## config.mk

```make
export PLATFORM = sky130hd
export DESIGN_NAME = score_display_ctrl
export DESIGN_NICKNAME = d
export VERILOG_FILES = /design/src/rtl/score_pkg.sv /design/src/rtl/bcd4_inc.sv /design/src/rtl/score_display_ctrl.sv
export SDC_FILE = /design/constraint.sdc
export NUM_CORES = 1
export LEC_CHECK = 0
export BUFFER_PORTS_ARGS = -buffer_cell sky130_fd_sc_hd__buf_2
export CORE_MARGIN = 2
export CORE_UTILIZATION = 55
export CTS_BUF_LIST = sky130_fd_sc_hd__clkbuf_4
export DETAILED_ROUTE_END_ITERATION = 12
export PLACE_DENSITY_LB_ADDON = 0.2
export SLEW_MARGIN = 15
export SYNTH_ARGS = -nofsm -noshare
export SYNTH_HDL_FRONTEND = slang
export SYNTH_HIERARCHICAL = 1
export SYNTH_SLANG_ARGS = --single-unit
```

## constraint.sdc

```tcl
create_clock -name clk -period 8.7 [get_ports clk]
set_input_delay 2.61 -clock clk [delete_from_list [all_inputs] [get_ports clk]]
set_output_delay 2.61 -clock clk [all_outputs]
set_load 0.02 [all_outputs]
```

## src/rtl/score_pkg.sv

```systemverilog
// Shared encodings and constants for the score/display feeder.
// Also holds the leading-zero blanking helper.
package score_pkg;

  typedef enum logic [1:0] {
    IDLE = 2'd0,
    PLAY = 2'd1,
    OVER = 2'd2
  } state_t;

  localparam logic [15:0] BCD_MAX        = 16'h9999;
  localparam logic [3:0]  DISP_BLANK_ALL = 4'b1111;
  localparam logic [3:0]  HIGH_DP        = 4'b1000;

  // Bit N set blanks digit N; digit0 always stays visible.
  function automatic logic [3:0] lead_zero_blank(input logic [15:0] v);
    logic [3:0] b;
    b[3] = (v[15:12] == 4'd0);
    b[2] = b[3] && (v[11:8] == 4'd0);
    b[1] = b[2] && (v[7:4] == 4'd0);
    b[0] = 1'b0;
    return b;
  endfunction

endpackage

```

## src/rtl/bcd4_inc.sv

```systemverilog
// Combinational 4-digit packed-BCD +1 that holds at 9999.
module bcd4_inc
  import score_pkg::*;
(
  input  logic [15:0] i_val,
  output logic [15:0] o_val,
  output logic        o_sat
);

  logic w_carry;

  always_comb begin
    o_sat   = (i_val == BCD_MAX);
    o_val   = i_val;
    w_carry = 1'b1;
    if (!o_sat) begin
      for (int d = 0; d < 4; d++) begin
        if (w_carry) begin
          // Any digit at 9 (or corrupt A-F) rolls to 0 and passes the carry on.
          if (i_val[d*4 +: 4] >= 4'd9) begin
            o_val[d*4 +: 4] = 4'd0;
          end else begin
            o_val[d*4 +: 4] = i_val[d*4 +: 4] + 4'd1;
            w_carry         = 1'b0;
          end
        end
      end
    end
  end

endmodule

```

## src/rtl/score_display_ctrl.sv

```systemverilog
// Game-phase FSM, BCD score / high score, and the registered HEXS/LES/points
// words for the seven-segment display driver, with new-record blinking.
module score_display_ctrl
  import score_pkg::*;
#(
  parameter int BLINK_HALF = 25000000
) (
  input  logic        clk,
  input  logic        RST,
  input  logic        score_inc,
  input  logic        game_start,
  input  logic        game_over,
  input  logic        show_high,
  output logic [15:0] HEXS,
  output logic [3:0]  LES,
  output logic [3:0]  points
);

  localparam int CNT_W = $clog2(BLINK_HALF) + 1;

  state_t             r_state, w_next;
  logic [15:0]        r_score, r_high;
  logic               r_new_rec, r_inc_q;
  logic [CNT_W-1:0]   r_blink_cnt;
  logic               r_blink_off;

  logic               w_inc_pulse, w_sat, w_enter_play;
  logic [15:0]        w_score_nxt, w_final;
  logic               w_src_high, w_blink_act;
  logic [15:0]        w_disp_hexs;
  logic [3:0]         w_disp_les, w_disp_pts;

  bcd4_inc u_inc (
    .i_val (r_score),
    .o_val (w_score_nxt),
    .o_sat (w_sat)
  );

  assign w_inc_pulse  = score_inc & ~r_inc_q;
  // The final score at game end includes an increment taken on the same edge.
  assign w_final      = (w_inc_pulse && !w_sat) ? w_score_nxt : r_score;
  assign w_enter_play = (w_next == PLAY) && (r_state != PLAY);

  always_ff @(posedge clk or posedge RST) begin
    if (RST) r_state <= IDLE;
    else     r_state <= w_next;
  end

  always_comb begin
    w_next = r_state;
    case (r_state)
      IDLE:    if (game_start) w_next = PLAY;
      PLAY:    if (game_over)  w_next = OVER;
      OVER:    if (game_start) w_next = PLAY;
      default: w_next = IDLE;
    endcase
  end

  always_comb begin
    w_src_high  = ((r_state == IDLE || r_state == OVER) && show_high) ||
                  (r_state == IDLE && r_high == 16'h0000);
    w_blink_act = (r_state == OVER) && r_new_rec && !w_src_high;
    w_disp_hexs = w_src_high ? r_high : r_score;
    w_disp_pts  = w_src_high ? HIGH_DP : 4'b0000;
    w_disp_les  = (w_blink_act && r_blink_off) ? DISP_BLANK_ALL
                                               : lead_zero_blank(w_disp_hexs);
  end

  always_ff @(posedge clk or posedge RST) begin
    if (RST) begin
      r_score   <= 16'h0000;
      r_high    <= 16'h0000;
      r_new_rec <= 1'b0;
      r_inc_q   <= 1'b0;
    end else begin
      r_inc_q <= score_inc;
      if (w_enter_play) begin
        r_score   <= 16'h0000;
        r_new_rec <= 1'b0;
      end else if (r_state == PLAY) begin
        r_score <= w_final;
        // Packed BCD compares correctly as a plain unsigned value.
        if (w_next == OVER && w_final > r_high) begin
          r_high    <= w_final;
          r_new_rec <= 1'b1;
        end
      end
    end
  end

  // Blink timer restarts on-phase whenever blinking is not active.
  always_ff @(posedge clk or posedge RST) begin
    if (RST) begin
      r_blink_cnt <= '0;
      r_blink_off <= 1'b0;
    end else if (!w_blink_act) begin
      r_blink_cnt <= '0;
      r_blink_off <= 1'b0;
    end else if (r_blink_cnt == CNT_W'(BLINK_HALF - 1)) begin
      r_blink_cnt <= '0;
      r_blink_off <= ~r_blink_off;
    end else begin
      r_blink_cnt <= r_blink_cnt + 1'b1;
    end
  end

  always_ff @(posedge clk or posedge RST) begin
    if (RST) begin
      HEXS   <= 16'h0000;
      LES    <= 4'b1110;
      points <= 4'b0000;
    end else begin
      HEXS   <= w_disp_hexs;
      LES    <= w_disp_les;
      points <= w_disp_pts;
    end
  end

endmodule

```

==> summary.md, run 1 <==
| Metric | Value |
|---|---|
| Setup TNS | 0 ns |
| WP buf/inv | 2 |
| P&R area growth vs syn | 6.518% |
| Cell with the most instances on the worst path | mux2_2 |
| Grt ovf | 0 |
| Min Hold Slack | 0.4967 ns |
| Clk Latency, worst-skew pair | 0.43 ns |
| ANT nets after route | 0 |
| Status | completed |
| WS Path Type | input pin to register |
| Area occupied by registers | 2106 sq um |
| Crit path max-delay family | compound AO/OA/AOI/OAI gates |
| Final Wtd Congestion | 0.8655 |
| Post-CTS sizing | 0 |
| Flop-to-flop setup slack | 4.05 ns |
| Clock root cell | clkbuf_4 |
| YS warnings | 6 |
| Final setup violating endpoints | 0 |
| Post-Synthesis Cell Area | 4837 sq um |
| Final Hold Fails | 0 |
| Worst-Margin Slew | 1.146 ns |
| Total placed cells including tap cells | 559 |
| Chip Height | 97.78 um |
| Largest area contributor in the netlist | dfrtp_1 |
| Final Slew Violations | 0 |
| First-pass GRT wire length | 16520 um |
| Setup crit start kind | input pin |
| Port buffer count | 26 |
| Num CTS Buffers | 9 |
| Leak pwr | 2.419 nW |
| CP endpoint kind | register |
| Layout cells sized above 1 | 23.34% |
| Syn_area_per_cell | 11.12 sq um |
| Register bit total from synthesis | 84 |
| Crit path required time | 9.02 ns |
| Pre-CTS setup slack | 2.912 ns |
| Hold WC Path Type | register to register |
| Pwr per Cell Area | 166.1 nW/um^2 |
| Pin count of the biggest net entering global routing | 85 |
| Async S/R FF share, synth | 100.0% |
| Maximum root-to-sink buffer count | 2 |
| Multi-input logic area | 2510 sq um |
| Post-synth EDFFs | 0 |
| Top cell type's share of synthesized area | 41.90% |
| Cts hold-fix bufs | 0 |
| CTS H-tree lvls | 3 |
| Post-synthesis sequential area ratio | 43.53% |
| RR Startpoint | r_score[12]$_DFFE_PP0P_ |
| Post-Synthesis Cells | 435 |
| Hold depth | 1 |
| Final Non-Filler Cells | 575 |
| Vias | 3333 |
| CTS tree | yes |
| Max-slew headroom | 23.36% |
| Clock sinks | 84 |
| Starting DRC count in detailed routing | 147 |
| Crit share post-route | 61.36% |
| CP Data Arrival Time | 5.65 ns |
| Slowest stage cell, crit path | a31oi_4 |
| Via/cell ratio | 5.797 |
| Core Box Area | 8636 sq um |
| Vias in the first global route | 3255 |
| Initial antenna violation count | 0 |
| Number of fill cells | 715 |
| Initial Util | 56.01% |
| HPWL after DPL | 6728 um |
| Dominant synthesized flop cell | dfrtp_1 |
| Final WS setup | 3.362 ns |
| Hold Startpoint | r_new_rec$_DFFE_PP0P_ |
| Ports | 30 |
| Die area | 9561 sq um |
| Drc violations | 0 |
| Clock skew | 0.01536 ns |
| RSZ-0062 raised after global routing | no |
| Chip Width | 97.78 um |
| Hold Path End | r_new_rec$_DFFE_PP0P_ |
| Netlist cell types | 60 |
| CP max stage delay | 0.64 ns |
| CP Max Fanout | 17 |
| Crit path time final | 5.339 ns |
| Routed WL per cell | 17.07 um |
| CP cell instances | buf_2 -> nor3b_2 -> buf_4 -> mux2_2 -> ha_1 -> nand4_2 -> nor4_2 -> a21bo_2 -> a31oi_4 -> mux2_2 |
| Synth area leaders | dfrtp_1, ha_1, mux2_4, mux2_2, xor2_1 |
| Max Cap Viol | 0 |
| DRT Pass-1 Iters | 4 |
| # nets final | 497 |
| Row cnt | 34 |
| Clock slew at reported path FFs | 0.14 ns |
| R2r endpoint | r_high[10]$_DFFE_PP0P_ |
| # diodes | 0 |
| Pwr Total | 0.0008557 W |
| Peak VDD IR | 0.1262 mV |
| # Post-CTS Setup Buffers | 0 |
| Path depth of the worst reg2reg path | 12 |
| Tot GR Track Use | 21.55% |
| Fmax | 0.1873 GHz |
| Final wirelength | 9818 um |
sequential cells by signal, indices dropped and copies added, names as in the netlist:
name         flops
r_blink_cnt     26
HEXS            16
r_high          16
r_score         16
LES              4
r_state          2
points           1
r_blink_off      1
r_inc_q          1
r_new_rec        1
cell families after synthesis:
kind of cell | count (synthesis) | share of synthesized area (%)
compound gates | 52 | 8.821
xor+xnor | 26 | 4.708
fa+ha+maj | 29 | 7.501
buf+inv | 46 | 4.733
flops | 84 | 43.53
mux | 53 | 13.68
other cells | 1 | 0.07753
simple gates | 144 | 16.94
final cells by class:
| class | instances | share of cell area (%) |
|---|---|---|
| multi-input combinational | 307 | 48.71 |
| sequential | 84 | 40.87 |
| timing repair buffer | 30 | 3.181 |
| tap | 108 | 2.623 |
| inverter | 30 | 2.210 |
| clock buffer | 10 | 1.457 |
| clock inverter | 6 | 0.9471 |
power by group:
part           leakage (nW)  internal, W  total, W  switching (W)
Clock                0.0596    0.0000645  0.000211       0.000146
Sequential             1.15     0.000417  0.000438      0.0000206
Combinational          1.21    0.0000866  0.000207       0.000121
Total                  2.42     0.000568  0.000856       0.000288
cell usage after synthesis (all sizes together) (2+ instances only):
| cell type | instances |
|---|---|
| and4 | 3 |
| nand2 | 20 |
| o21bai | 2 |
| xor2 | 21 |
| nor3b | 3 |
| mux2i | 5 |
| o41ai | 2 |
| nor2 | 41 |
| o211ai | 2 |
| dfrtp | 81 |
| nand2b | 9 |
| nand4 | 11 |
| inv | 30 |
| and3 | 4 |
| and2 | 5 |
| o31a | 2 |
| nand3 | 17 |
| buf | 11 |
| a31oi | 2 |
| dfstp | 3 |
| nor4b | 3 |
| a41o | 3 |
| mux2 | 48 |
| o21ai | 7 |
| nor3 | 8 |
| nor4 | 7 |
| xnor2 | 5 |
| or3b | 3 |
| a22o | 16 |
| clkbuf | 5 |
| ha | 29 |
| nand4b | 3 |
| a21oi | 8 |
| or4 | 3 |
| nor2b | 2 |
| a21bo | 2 |
cell usage in the layout, fill, tap and decap left out, drive strengths merged, types with 4 or more instances in the layout:
cell type and n:
dfrtp 81, mux2 48, nor2 41, inv 31, buf 30, ha 29, xor2 21, nand2 20
nand3 17, a22o 16, nand4 11, clkbuf 10, nand2b 9, a21oi 8, nor3 8, o21ai 7
nor4 7, mux2i 5, and2 5, xnor2 5, and3 4
through the flow:
stage	utilization, %	area, sq um
final	59.66	5152
after global routing	59.66	5152
after CTS	59.62	5149
after detailed placement	58.19	5025
after global placement	58.19	5025
after floorplan	-	4845
worst max-delay path by stage:
stage	startpoint	end	slack (ns)	cells past startpoint
6_report	score_inc	r_high[10]$_DFFE_PP0P_	3.36	10
5_1_grt	score_inc	r_high[15]$_DFFE_PP0P_	3.15	10
4_1_cts	score_inc	r_high[10]$_DFFE_PP0P_	3.36	10
3_5_place_dp	score_inc	r_high[10]$_DFFE_PP0P_	2.91	10
3_3_place_gp	score_inc	r_high[13]$_DFFE_PP0P_	3.01	10
2_1_floorplan	score_inc	r_high[1]$_DFFE_PP0P_	3.21	10
layer usage:
layer	GRT usage, %	vias up	wire, um
met5	0	-	0
met4	7.479	0	196
met3	3.006	16	390
met2	32.84	72	4547
met1	31.98	1652	4684
li1	-	1593	-
No activity file was read; power rests on OpenSTA's default activity.
==> run 2, diff against run 1 <==
==> constraint.sdc (replaced) <==
create_clock -name clk -period 5.1 [get_ports clk]
set_input_delay 1.53 -clock clk [delete_from_list [all_inputs] [get_ports clk]]
set_output_delay 1.53 -clock clk [all_outputs]
set_load 0.02 [all_outputs]
==> summary.md, run 2 (same netlist as run 1, synthesis figures left out) <==
| Metric | Value |
|---|---|
| Routed WL per cell | 17.41 um (was 17.07 um) |
| Initial antenna violation count | 0 (unchanged) |
| Grt ovf | 0 (unchanged) |
| HPWL after DPL | 7000 um (was 6728 um) |
| Setup crit start kind | register (was input pin) |
| Leak pwr | 2.459 nW (was 2.419 nW) |
| Post-CTS sizing | 0 (unchanged) |
| Pwr per Cell Area | 290.9 nW/um^2 (was 166.1 nW/um^2) |
| # Post-CTS Setup Buffers | 0 (unchanged) |
| ANT nets after route | 0 (unchanged) |
| R2r endpoint | r_high[3]$_DFFE_PP0P_ (was r_high[10]$_DFFE_PP0P_) |
| Grt met1 use | 33.62% (was 31.98%) |
| Chip Width | 97.78 um (unchanged) |
| # diodes | 0 (unchanged) |
| Chip Height | 97.78 um (unchanged) |
| Drc violations | 0 (unchanged) |
| Crit path max-delay family | simple AND/OR/NAND/NOR gates (was compound AO/OA/AOI/OAI gates) |
| Clk Latency, worst-skew pair | 0.43 ns (about the same) |
| Vias | 3335 (was 3333) |
| CTS H-tree lvls | 3 (unchanged) |
| Max Cap Viol | 0 (unchanged) |
| RSZ-0062 raised after global routing | no (unchanged) |
| Status | completed (unchanged) |
| Met3 Usage GRT | 3.579% (was 3.006%) |
| Most common cell after layout, fill and taps aside | dfrtp_1 (unchanged) |
| Max reg flops | 26 (unchanged) |
| Crit path time final | 4.587 ns |
| CP Data Arrival Time | 4.90 ns (was 5.65 ns) |
| CP Max Fanout | 15 (was 17) |
| Crit share post-route | 89.93% |
| Total placed cells including tap cells | 563 (was 559) |
| Final Hold Fails | 0 (unchanged) |
| CP endpoint kind | register (unchanged) |
| Clock root cell | clkbuf_4 (unchanged) |
| Hold WC Path Type | register to register (unchanged) |
| Max-slew headroom | 34.90% (was 23.36%) |
| Vias in the first global route | 3296 (was 3255) |
| Cts hold-fix bufs | 0 (unchanged) |
| Final setup violating endpoints | 0 (unchanged) |
| Crit path required time | 5.42 ns (was 9.02 ns) |
| CP startpoint | r_score[13]$_DFFE_PP0P_ (was score_inc) |
| Port buffer count | 26 (unchanged) |
| Slowest stage cell, crit path | nor3_4 (was a31oi_4) |
| Num CTS Buffers | 9 (unchanged) |
| Top reg by flops | r_blink_cnt (unchanged) |
| Final Non-Filler Cells | 579 (was 575) |
| # nets final | 501 (was 497) |
| Core Box Area | 8636 sq um (unchanged) |
| Starting DRC count in detailed routing | 176 (was 147) |
| Worst setup endpoint | r_high[3]$_DFFE_PP0P_ (was r_high[10]$_DFFE_PP0P_) |
| Clock sinks | 84 (unchanged) |
| Clock skew | 0.02378 ns (was 0.01536 ns) |
| RR Startpoint | r_score[13]$_DFFE_PP0P_ (was r_score[12]$_DFFE_PP0P_) |
| Initial Util | 56.01% (unchanged) |
| Flop-to-flop setup slack | 0.51 ns (was 4.05 ns) |
| Die area | 9561 sq um (unchanged) |
| Final Slew Violations | 0 (unchanged) |
| Global route hottest layer | met1 (was met2) |
| CTS tree | yes (unchanged) |
| P&R area growth vs syn | 7.527% (was 6.518%) |
| Final Wtd Congestion | 0.8609 (was 0.8655) |
| Hold Startpoint | r_new_rec$_DFFE_PP0P_ (unchanged) |
| WP buf/inv | 2 (unchanged) |
| First-pass GRT wire length | 16820 um (was 16520 um) |
| Pin count of the biggest net entering global routing | 56 (was 85) |
| Path depth of the worst reg2reg path | 14 (was 12) |
| CP max stage delay | 0.66 ns (was 0.64 ns) |
| Peak VDD IR | 0.2319 mV (was 0.1262 mV) |
| Clock slew at reported path FFs | 0.14 ns (about the same) |
| Setup TNS | 0 ns (unchanged) |
| DRT Pass-1 Iters | 4 (unchanged) |
| Fmax | 0.2180 GHz |
| WS Path Type | register to register (was input pin to register) |
| CP cell instances | inv_1 -> ha_1 -> nand4bb_1 -> nor3_4 -> nor3_2 -> mux2_4 -> mux2_2 -> ha_1 -> nand4_2 -> nor4_2 -> a21bo_2 -> a31oi_4 -> buf_4 -> mux2_4 (was buf_2 -> nor3b_2 -> buf_4 -> mux2_2 -> ha_1 -> nand4_2 -> nor4_2 -> a21bo_2 -> a31oi_4 -> mux2_2) |
| Most frequent cells in the layout | dfrtp_1, nor2_1, inv_1, ha_1, buf_2 (unchanged) |
| Row cnt | 34 (unchanged) |
| Met2 Use GR | 32.68% (was 32.84%) |
| Tot GR Track Use | 22.01% (was 21.55%) |
| Via/cell ratio | 5.760 (was 5.797) |
| Maximum root-to-sink buffer count | 2 (unchanged) |
| WP depth | 14 (was 10) |
| Layout cells sized above 1 | 23.99% (was 23.34%) |
| Final wirelength | 10080 um (was 9818 um) |
| Ports | 30 (unchanged) |
| Worst-Margin Slew | 0.9764 ns (was 1.146 ns) |
run 2: changes by cell type in the layout (fill, tap and decap cells not counted):
cell / delta
buf_6: -1
buf_4: +5
clkinv_4: -1
inv_8: +1
bufinv_16: +1
clkinvlp_4: -2
clkinv_2: +1
run 2: area by class of cell:
| type | instances | area [sq um] |
|---|---|---|
| timing repair buffer | 34 | 190.2 |
| clock inverter | 6 | 71.32 |
| tap | 108 | 135.1 |
| fill | 709 | 3435 |
| inverter | 30 | 113.9 |
| multi-input combinational | 307 | 2510 |
| sequential | 84 | 2106 |
| clock buffer | 10 | 75.07 |
run 2: stage by stage:
step | instance area [sq um] | hold WS (ns) | total power [W] | worst slack (ns) | utilization, %
floorplan | 4845 | 0.4411 | 0.001042 | 0.6862 | -
global placement | 5055 | 0.4753 | 0.001106 | 0.6056 | 58.53
detailed placement | 5055 | 0.4709 | 0.001114 | 0.5304 | 58.53
CTS | 5201 | 0.5026 | 0.001526 | 0.5526 | 60.23
global route | 5201 | 0.5219 | 0.001594 | 0.2965 | 60.23
finish | 5201 | 0.4963 | 0.001513 | 0.5134 | 60.23
run 2: power by group:
group          switching, W  total [W]  internal (W)
registers         0.0000359   0.000748      0.000712
clock network      0.000251   0.000413      0.000161
logic              0.000202   0.000353      0.000151
total              0.000489    0.00151       0.00102
run 2: worst min path at each step:
stage                                          end  depth (start not counted)  slack, ns
after floorplan              r_new_rec$_DFFE_PP0P_                          1       0.44
after global placement       r_new_rec$_DFFE_PP0P_                          1       0.48
after detailed placement     r_new_rec$_DFFE_PP0P_                          1       0.47
after CTS                    r_new_rec$_DFFE_PP0P_                          1       0.50
after global routing      r_blink_cnt[0]$_DFF_PP0_                          1       0.52
final                        r_new_rec$_DFFE_PP0P_                          1       0.50
run 2: per-layer routing:
metal	wire length (um)	share of wire, %
met1	5144	51
met2	4545	45
met3	347	3.4
met4	42	0.42
met5	0	0
